[config.mk]
export PLATFORM = sky130hd
export DESIGN_NAME = maq_mh
export DESIGN_NICKNAME = d
export VERILOG_FILES = /design/src/rtl/maq_mh.sv
export SDC_FILE = /design/constraint.sdc
export NUM_CORES = 1
export LEC_CHECK = 0
export BUFFER_PORTS_ARGS = -buffer_cell sky130_fd_sc_hd__buf_4
export CORE_AREA = 2 2 44 46
export DETAILED_ROUTE_END_ITERATION = 16
export DIE_AREA = 0 0 46 48
export PLACE_DENSITY_LB_ADDON = 0.2
export SYNTH_ARGS = -nofsm -noshare
export SYNTH_HDL_FRONTEND = slang
export SYNTH_SLANG_ARGS = --single-unit
[constraint.sdc]
create_clock -name maqs_clock -period 1.8 [get_ports maqs_clock]
set_input_delay 0.54 -clock maqs_clock [delete_from_list [all_inputs] [get_ports maqs_clock]]
set_output_delay 0.54 -clock maqs_clock [all_outputs]
set_load 0.05 [all_outputs]
[src/rtl/maq_mh.sv]
// maq_mh -- minutes/hours time-keeping machine.
//
// Receives the minute carry from the seconds machine, detects its rising
// edge and advances BCD minutes (00-59) and hours (00-23, or 12,01..11 with
// an AM/PM flag when H12_MODE=1). An end-of-day carry pulse is produced on
// the 23:59 -> 00:00 (11:59 PM -> 12:00 AM) rollover. A set mode freezes
// time-keeping and lets the user step minutes/hours with single-cycle pulses.
//
// Ports:
//   maqs_clock       in   system clock, rising edge
//   maqs_reset       in   asynchronous, active-low reset
//   maqmh_addminuto  in   minute carry (level, edge-detected here)
//   maqmh_set        in   1 = set mode
//   maqmh_inc_min    in   1-cycle pulse: step minutes (set mode only)
//   maqmh_inc_hour   in   1-cycle pulse: step hours (set mode only)
//   maqmh_min_lsd    out  minutes units, BCD 0-9
//   maqmh_min_msd    out  minutes tens, 0-5
//   maqmh_hour_lsd   out  hours units, BCD 0-9
//   maqmh_hour_msd   out  hours tens, 0-2 (0-1 in 12 h mode)
//   maqmh_pm         out  PM flag (12 h mode only, else 0)
//   maqmh_addday     out  1-cycle end-of-day pulse
module maq_mh #(
  parameter int H12_MODE = 0
) (
  input  logic       maqs_clock,
  input  logic       maqs_reset,
  input  logic       maqmh_addminuto,
  input  logic       maqmh_set,
  input  logic       maqmh_inc_min,
  input  logic       maqmh_inc_hour,
  output logic [3:0] maqmh_min_lsd,
  output logic [2:0] maqmh_min_msd,
  output logic [3:0] maqmh_hour_lsd,
  output logic [1:0] maqmh_hour_msd,
  output logic       maqmh_pm,
  output logic       maqmh_addday
);

  // Hours value after reset: 00 in 24 h mode, 12 (AM) in 12 h mode.
  localparam logic [1:0] HOUR_MSD_RST = (H12_MODE != 0) ? 2'd1 : 2'd0;
  localparam logic [3:0] HOUR_LSD_RST = (H12_MODE != 0) ? 4'd2 : 4'd0;

  logic       prev_r;
  logic [3:0] min_lsd_r;
  logic [2:0] min_msd_r;
  logic [3:0] hour_lsd_r;
  logic [1:0] hour_msd_r;
  logic       pm_r;
  logic       addday_r;

  logic       evt_s;
  logic       run_step_s;
  logic       min_step_s;
  logic       min_wrap_s;
  logic       hour_step_s;
  logic       day_roll_s;
  logic [3:0] min_lsd_s;
  logic [2:0] min_msd_s;
  logic [3:0] hour_lsd_s;
  logic [1:0] hour_msd_s;
  logic       pm_s;
  logic       addday_s;

  // Step qualification: carries count only in run mode, pulses only in set mode.
  always_comb begin
    evt_s       = maqmh_addminuto & ~prev_r;
    run_step_s  = evt_s & ~maqmh_set;
    min_step_s  = run_step_s | (maqmh_set & maqmh_inc_min);
    min_wrap_s  = (min_msd_r == 3'd5) && (min_lsd_r == 4'd9);
    // A minute wrap carries into hours only when driven by the run-mode carry.
    hour_step_s = (run_step_s & min_wrap_s) | (maqmh_set & maqmh_inc_hour);
  end

  // Minutes next-value: BCD increment with 59 -> 00 wrap.
  always_comb begin
    min_lsd_s = min_lsd_r;
    min_msd_s = min_msd_r;
    if (min_step_s) begin
      if (min_wrap_s) begin
        min_lsd_s = 4'd0;
        min_msd_s = 3'd0;
      end else if (min_lsd_r == 4'd9) begin
        min_lsd_s = 4'd0;
        min_msd_s = min_msd_r + 3'd1;
      end else begin
        min_lsd_s = min_lsd_r + 4'd1;
      end
    end else begin
      min_lsd_s = min_lsd_r;
      min_msd_s = min_msd_r;
    end
  end

  // Hours next-value, PM toggle and end-of-day detection for both hour formats.
  always_comb begin
    hour_lsd_s = hour_lsd_r;
    hour_msd_s = hour_msd_r;
    pm_s       = pm_r;
    day_roll_s = 1'b0;
    if (hour_step_s) begin
      if (H12_MODE != 0) begin
        if ((hour_msd_r == 2'd1) && (hour_lsd_r == 4'd2)) begin
          hour_msd_s = 2'd0;
          hour_lsd_s = 4'd1;
        end else if ((hour_msd_r == 2'd1) && (hour_lsd_r == 4'd1)) begin
          // 11 -> 12 flips AM/PM; leaving PM is the end of the day.
          hour_msd_s = 2'd1;
          hour_lsd_s = 4'd2;
          pm_s       = ~pm_r;
          day_roll_s = pm_r;
        end else if (hour_lsd_r == 4'd9) begin
          hour_msd_s = hour_msd_r + 2'd1;
          hour_lsd_s = 4'd0;
        end else begin
          hour_lsd_s = hour_lsd_r + 4'd1;
        end
      end else begin
        if ((hour_msd_r == 2'd2) && (hour_lsd_r == 4'd3)) begin
          hour_msd_s = 2'd0;
          hour_lsd_s = 4'd0;
          day_roll_s = 1'b1;
        end else if (hour_lsd_r == 4'd9) begin
          hour_msd_s = hour_msd_r + 2'd1;
          hour_lsd_s = 4'd0;
        end else begin
          hour_lsd_s = hour_lsd_r + 4'd1;
        end
      end
    end else begin
      hour_lsd_s = hour_lsd_r;
      hour_msd_s = hour_msd_r;
    end
    // Only a carry-driven rollover produces the day pulse, never a set-mode step.
    addday_s = run_step_s & min_wrap_s & day_roll_s;
  end

  // State registers; prev_r resets to 1 so a carry already high at release is ignored.
  always_ff @(posedge maqs_clock or negedge maqs_reset) begin
    if (!maqs_reset) begin
      prev_r     <= 1'b1;
      min_lsd_r  <= 4'd0;
      min_msd_r  <= 3'd0;
      hour_lsd_r <= HOUR_LSD_RST;
      hour_msd_r <= HOUR_MSD_RST;
      pm_r       <= 1'b0;
      addday_r   <= 1'b0;
    end else begin
      prev_r     <= maqmh_addminuto;
      min_lsd_r  <= min_lsd_s;
      min_msd_r  <= min_msd_s;
      hour_lsd_r <= hour_lsd_s;
      hour_msd_r <= hour_msd_s;
      pm_r       <= pm_s;
      addday_r   <= addday_s;
    end
  end

  assign maqmh_min_lsd  = min_lsd_r;
  assign maqmh_min_msd  = min_msd_r;
  assign maqmh_hour_lsd = hour_lsd_r;
  assign maqmh_hour_msd = hour_msd_r;
  assign maqmh_pm       = pm_r;
  assign maqmh_addday   = addday_r;

endmodule

==> results of run 1 <==
## metal layers
metal	GRT usage [%]	routed length, µm	vias up
met1	27.1	799	316
li1	-	-	329
met4	12.0	42	0
met2	26.4	769	18
met5	0	0	-
met3	3.40	72	4
## power by group through the flow
stage / Combinational [mW] / Sequential [mW] / Clock (mW)
global route: 1.14 / 0.647 / 0.220
detailed placement: 1.05 / 0.628 / 0
floorplan: 0.310 / 1.04 / 0
CTS: 1.06 / 0.622 / 0.202
global placement: 1.03 / 0.614 / 0
finish: 1.05 / 0.621 / 0.199
## synthesized netlist by cell type (all sizes together) (2+ instances only)
cell type	number	area (µm²)
a21oi	3	18.8
buf	2	18.8
dfrtp	14	350
ha	6	75.1
inv	5	18.8
mux2	3	33.8
nand2	9	33.8
nand2b	3	18.8
nand3	3	15.0
nor2	4	15.0
nor3	2	15.0
o21ai	7	38.8
o31ai	3	22.5
or3	2	12.5
## sequential cells by signal, summed over array words and instances (netlist names)
name,flops
maqmh_addday,1
maqmh_hour_msd,2
prev_r,1
maqmh_hour_lsd,4
maqmh_min_lsd,4
maqmh_min_msd,3
## worst max path at each step
stage                     slack [ns]                             to                     startpoint  cells past startpoint
after floorplan                 0.06  maqmh_hour_msd[1]$_DFFE_PN0P_  maqmh_hour_lsd[0]$_DFFE_PN0P_                      5
after global placement          0.08   maqmh_min_lsd[2]$_DFFE_PN0P_                maqmh_addminuto                      5
after detailed placement        0.04   maqmh_min_lsd[2]$_DFFE_PN0P_                maqmh_addminuto                      5
after CTS                       0.15  maqmh_hour_lsd[3]$_DFFE_PN0P_   maqmh_min_lsd[1]$_DFFE_PN0P_                      6
after global routing            0.02  maqmh_hour_msd[1]$_DFFE_PN0P_   maqmh_min_lsd[1]$_DFFE_PN0P_                      6
final                           0.15  maqmh_hour_lsd[3]$_DFFE_PN0P_   maqmh_min_lsd[1]$_DFFE_PN0P_                      6
## critical path, delay by kind of cell, from the launching register on
kind | cells | cell delay (ns)
and+or+nand+nor | 2 | 0.67
DFF | 1 | 0.45
AOI/OAI and AO/OA | 2 | 0.25
adders and majority gates | 1 | 0.15
buffers and inverters | 1 | 0.06
## cell type report
type                    count  area (µm²)
fillers                   146         656
multi-input cells          59         430
flip-flops and latches     15         379
repair buffers             21         158
clock buffers               4        26.3
well taps                  17        21.3
inverters                   5        18.8
## cells by family after synthesis
logic type	Yosys count	share of synthesized area (%)
and+or+nand+nor	29	20.3
AOI/OAI and AO/OA	19	16.2
DFF	15	44.6
buffers and inverters	7	4.44
adders and majority gates	6	8.89
muxes	4	5.18
other	1	0.444
==> impl_results.md, run 1 <==
- Endpoints failing setup: 0
- Worst skew pair latency: 0.28 ns
- CTS tree: built
- Initial Util: 50.0%
- PD cells: 1810 nW/µm²
- Die H: between 40 and 50 µm
- R2r setup slk: around 0.15 ns
- Worst hold slack: about 0.088 ns
- Worst setup margin: ~0.15 ns
- Pint: roughly 0.91 mW
- N_diodes: 0
- Period utilization: 91.8%
- Number of global-route vias before repair: between 600 and 700
- CP Data Required Time: 2.02 ns
- Endpoints failing hold: 0
- DRC: 0
- Max-Cap Viols: 0
- Wire length of the first global-routing pass: 2.90 mm
- Cells after Synth: 81
- Core area: about 1700 µm²
- Synth warn: 0
- Buffers on Ports: 19
- Ys async rst share: 100%
- Cells along the critical path: inv_1 -> ha_1 -> and3b_1 -> a32oi_2 -> or3_1 -> o21ai_2
- Commonest cells after routing, fill and taps aside: buf_4 (21), dfrtp_1 (12), nand2_1 (9)
- FF-to-FF End: maqmh_hour_lsd[3]$_DFFE_PN0P_
- Fin. max-slew vios: 0
- Placed insts: 117
- Peak VDD IR: 1.07 mV
- Die area: 2210 µm²
- Reg2Reg Launch Point: maqmh_min_lsd[1]$_DFFE_PN0P_
- Distinct cells, synth: 34
- Cts repair resizes: 0
- Final instance area: 1030 µm²
- Root Buffer: clkbuf_4
- Setup tns final: 0 ns
- Clock Power Share: roughly a tenth
- Post-synthesis instance area: between 800 and 900 µm²
- Row Count: 15
- Critical path class: flop to flop
- WL final: 1.68 mm
- GRT Util Overall: 19.0%
- Util after Layout: 61.2%
- # IOs: 21
- Crit-path slowest cell: dfrtp_2
- Nets: 117
- Vias: 667
- Post-Syn Area per Cell: 10.4 µm²
- Postcts setup bufs: 0
- Final HPWL DP: 1.25 mm
- Clock skew: 0.00154 ns
- Syn Nets: just over 90
- Fmax: 0.605 GHz
- Clk slew on worst S/H paths: 0.09 ns
- Routed wire per std cell: 13.9 µm
- Vias/cell: 5.51
- Hold Path Class: primary input to async pin
- Sw power: 0.964 mW
- Commonest non-fill, non-tap cell in the layout: buf_4
- H-Tree Depth: 1
- Minimum clock period: 1.65 ns
- Register area share after synthesis: 44.6%
- Comb pwr share: 56.2%
- Total power: 1.87 mW
- RSZ-0062 raised after global routing: no
- Pre-antenna DRT Iters: 4
- Remaining global-route overflow: 0
- Routability cong.: 0.797
- CTS Buf Count: 3
- Switching share of power: 51.5%
- Crit path DAT: 1.88 ns
- Cell Area, Placed: 1010 µm²
- Setup slack after placement: 0.0396 ns
- Number of flops mapped to enable cells by yosys: 0
- Area Growth Syn to Fin: 22.4%
- Initial antenna violation count: 0
- Chip Width: 46 µm
- Post-synth top flop: dfrtp_1
- R2R cell count: 6
- Cts hold-fix bufs: 0
- Flops & latches, synth: 15
- Status: complete, no violations
- Seq pwr share: about 33%
- Leakage power: 0.487 nW
- Antenna-violating nets left: 0
- Clock Tree Buf Depth: 2
- Worst setup SP type: flop
- Largest net degree at the start of global routing: 16
- CP Capture Type: flop
- Initial drt markers: 8
- Critical-path maximum fanout: 5
- Layout cells sized above 1: around 34%
- Max incr delay on CP: approximately 0.45 ns
- Non-Filler Instances: 121
- Clock sink count: 15
No activity file was read; power rests on OpenSTA's default activity.
==> run 2, diff against run 1 <==
==> config.mk (replaced) <==
export PLATFORM = sky130hd
export DESIGN_NAME = maq_mh
export DESIGN_NICKNAME = d
export VERILOG_FILES = /design/src/rtl/maq_mh.sv
export SDC_FILE = /design/constraint.sdc
export NUM_CORES = 1
export LEC_CHECK = 0
export CORE_AREA = 2 2 42 44
export DETAILED_ROUTE_END_ITERATION = 16
export DIE_AREA = 0 0 44 46
export DONT_BUFFER_PORTS = 1
export PLACE_DENSITY_LB_ADDON = 0.2
export SYNTH_ARGS = -nofsm -noshare
export SYNTH_HDL_FRONTEND = slang
export SYNTH_SLANG_ARGS = --single-unit
==> run 2 against run 1 <==
Sequential power down 3%. Sequential cell count unchanged. Combinational power about the same. Core utilization up 0.68 points. Register-to-register slack about the same. Highest routed layer unchanged.
==> impl_results.md, run 2 (synthesized netlist as in run 1, its figures left out) <==
- CP Capture Type: flop (unchanged)
- Fin. max-slew vios: 0 (unchanged)
- H-Tree Depth: 1 (unchanged)
- Initial drt markers: 12 (was 8)
- Non-Filler Instances: 116 (was 121)
- Sw power: 0.959 mW (was 0.964 mW)
- Pint: 0.888 mW (was 0.907 mW)
- Postcts setup bufs: 0 (unchanged)
- Pre-antenna DRT Iters: 4 (unchanged)
- Fillers: 140 (was 146)
- Setup slack after placement: 0.179 ns (was 0.0396 ns)
- Commonest non-fill, non-tap cell in the layout: buf_4 (unchanged)
- Period utilization: 92.4% (was 91.8%)
- Die area: 2020 µm² (was 2210 µm²)
- Die H: 46 µm (was 48 µm)
- Largest net degree at the start of global routing: 15 (was 16)
- WL final: 1.73 mm (was 1.68 mm)
- CTS Buf Count: 3 (unchanged)
- Leakage power: 0.462 nW (was 0.487 nW)
- Initial Util: 52.3% (was 50.0%)
- Status: complete, no violations (unchanged)
- Clock Power Share: 10.8% (was 10.6%)
- Worst setup SP type: flop (unchanged)
- Seq pwr share: 32.6% (was 33.2%)
- Crit path DAT: 1.82 ns (was 1.88 ns)
- Util after Layout: 61.9% (was 61.2%)
- Vias: 667 (unchanged)
- Placed insts: 111 (was 117)
- Worst skew pair latency: 0.29 ns (was 0.28 ns)
- Chip Width: 44 µm (was 46 µm)
- Core area: 1610 µm² (was 1690 µm²)
- PD cells: 1850 nW/µm² (was 1810 nW/µm²)
- CP Data Required Time: 1.96 ns (was 2.02 ns)
- Cts hold-fix bufs: 1 (was 0)
- Endpoints failing hold: 0 (unchanged)
- Slew headroom: a little under three fifths
- Critical path class: flop to flop (unchanged)
- Vias/cell: 5.75 (was 5.51)
- Nets: 112 (was 117)
- Worst setup margin: 0.137 ns (was 0.147 ns)
- Clock skew: 0.00230 ns (was 0.00154 ns)
- RSZ-0062 raised after global routing: no (unchanged)
- Antenna-violating nets left: 0 (unchanged)
- Cell Area, Placed: 962 µm² (was 1010 µm²)
- Area Growth Syn to Fin: 18.2% (was 22.4%)
- Max-Cap Viols: 0 (unchanged)
- Critical-path maximum fanout: 6 (was 5)
- Initial antenna violation count: 0 (unchanged)
- Routed wire per std cell: 14.9 µm (was 13.9 µm)
- Comb pwr share: 56.6% (was 56.2%)
- Wire length of the first global-routing pass: 2.74 mm (was 2.90 mm)
- Setup tns final: 0 ns (unchanged)
- Final instance area: 998 µm² (was 1030 µm²)
- Number of global-route vias before repair: 615 (was 625)
- Peak VDD IR: 0.818 mV (was 1.07 mV)
- Fmax: 0.601 GHz (was 0.605 GHz)
- Row Count: 15 (unchanged)
- Buffers on Ports: 0 (was 19)
- Layout cells sized above 1: 29.3% (was 33.7%)
- Switching share of power: 51.9% (was 51.5%)
- Worst hold slack: 0.0794 ns (was 0.0878 ns)
- Minimum clock period: 1.66 ns (was 1.65 ns)
- DRC: 0 (unchanged)
- CTS tree: built (unchanged)
- Clock sink count: 15 (unchanged)
- Clk slew on worst S/H paths: 0.09 ns (about the same)
- Cts repair resizes: 0 (unchanged)
- N_diodes: 0 (unchanged)
- Commonest cells after routing, fill and taps aside: buf_4 (15), dfrtp_1 (12), nand2_1 (9) (was buf_4 (21), dfrtp_1 (12), nand2_1 (9))
- Hold Path Class: primary input to async pin (unchanged)
- # IOs: 21 (unchanged)
- Final HPWL DP: 1.30 mm (was 1.25 mm)
- Clock Tree Buf Depth: 2 (unchanged)
- GRT Util Overall: 19.6% (was 19.0%)
- Routability cong.: 0.768 (was 0.797)
- Remaining global-route overflow: 0 (unchanged)
- Root Buffer: clkbuf_4 (unchanged)
- Least-Margin Pin Slew: ~0.66 ns
- Total power: 1.85 mW (was 1.87 mW)
- Endpoints failing setup: 0 (unchanged)
[run 2: changes by cell type in the layout (fill, tap and decap cells not counted)]
cell,change
dlygate4sd3_1,+1
buf_4,-6
[run 2: worst max-delay path: stages (launching register included)]
cell and delay (ns):
dfrtp_2 0.41, inv_1 0.05, ha_1 0.15, and3b_1 0.30, a32oi_2 0.20, o31ai_1 0.27, o21ai_0 0.15
[run 2: metal layers]
layer / GRT usage [%] / part of all wire (%)
met5: 0 / 0
met4: 14.5 / 3.4
met3: 4.37 / 5.3
met2: 30.0 / 46
met1: 24.1 / 45
[run 2: path summary, 6_finish.rpt]
path / startpoint / endpoint / slack [ns] / depth (start not counted)
min: maqs_reset / prev_r$_DFF_PN1_ / 0.08 / 0
min in group maqs_clock: maqmh_addminuto / prev_r$_DFF_PN1_ / 0.24 / 0
max reg2reg: maqmh_min_lsd[1]$_DFFE_PN0P_ / maqmh_hour_msd[1]$_DFFE_PN0P_ / 0.14 / 6
min reg2reg: maqmh_min_lsd[3]$_DFFE_PN0P_ / maqmh_min_lsd[3]$_DFFE_PN0P_ / 0.57 / 1
max in group asynchronous: maqs_reset / maqmh_min_lsd[1]$_DFFE_PN0P_ / 0.63 / 1
max: maqmh_min_lsd[1]$_DFFE_PN0P_ / maqmh_hour_msd[1]$_DFFE_PN0P_ / 0.14 / 6
[run 2: power by group through the flow]
stage / Combinational, mW / Sequential (mW) / Clock, mW
global placement: 1.02 / 0.601 / 0
CTS: 1.05 / 0.603 / 0.207
global route: 1.13 / 0.616 / 0.222
floorplan: 0.310 / 1.04 / 0
detailed placement: 1.04 / 0.609 / 0
finish: 1.04 / 0.603 / 0.200
[run 2: cell type report]
class | instances | area, µm² | share of cell area [%]
sequential | 15 | 379 | 38.0
multi-input combinational | 59 | 430 | 43.1
clock buffer | 4 | 26.3 | 2.63
timing repair buffer | 16 | 123 | 12.3
tap | 17 | 21.3 | 2.13
inverter | 5 | 18.8 | 1.88
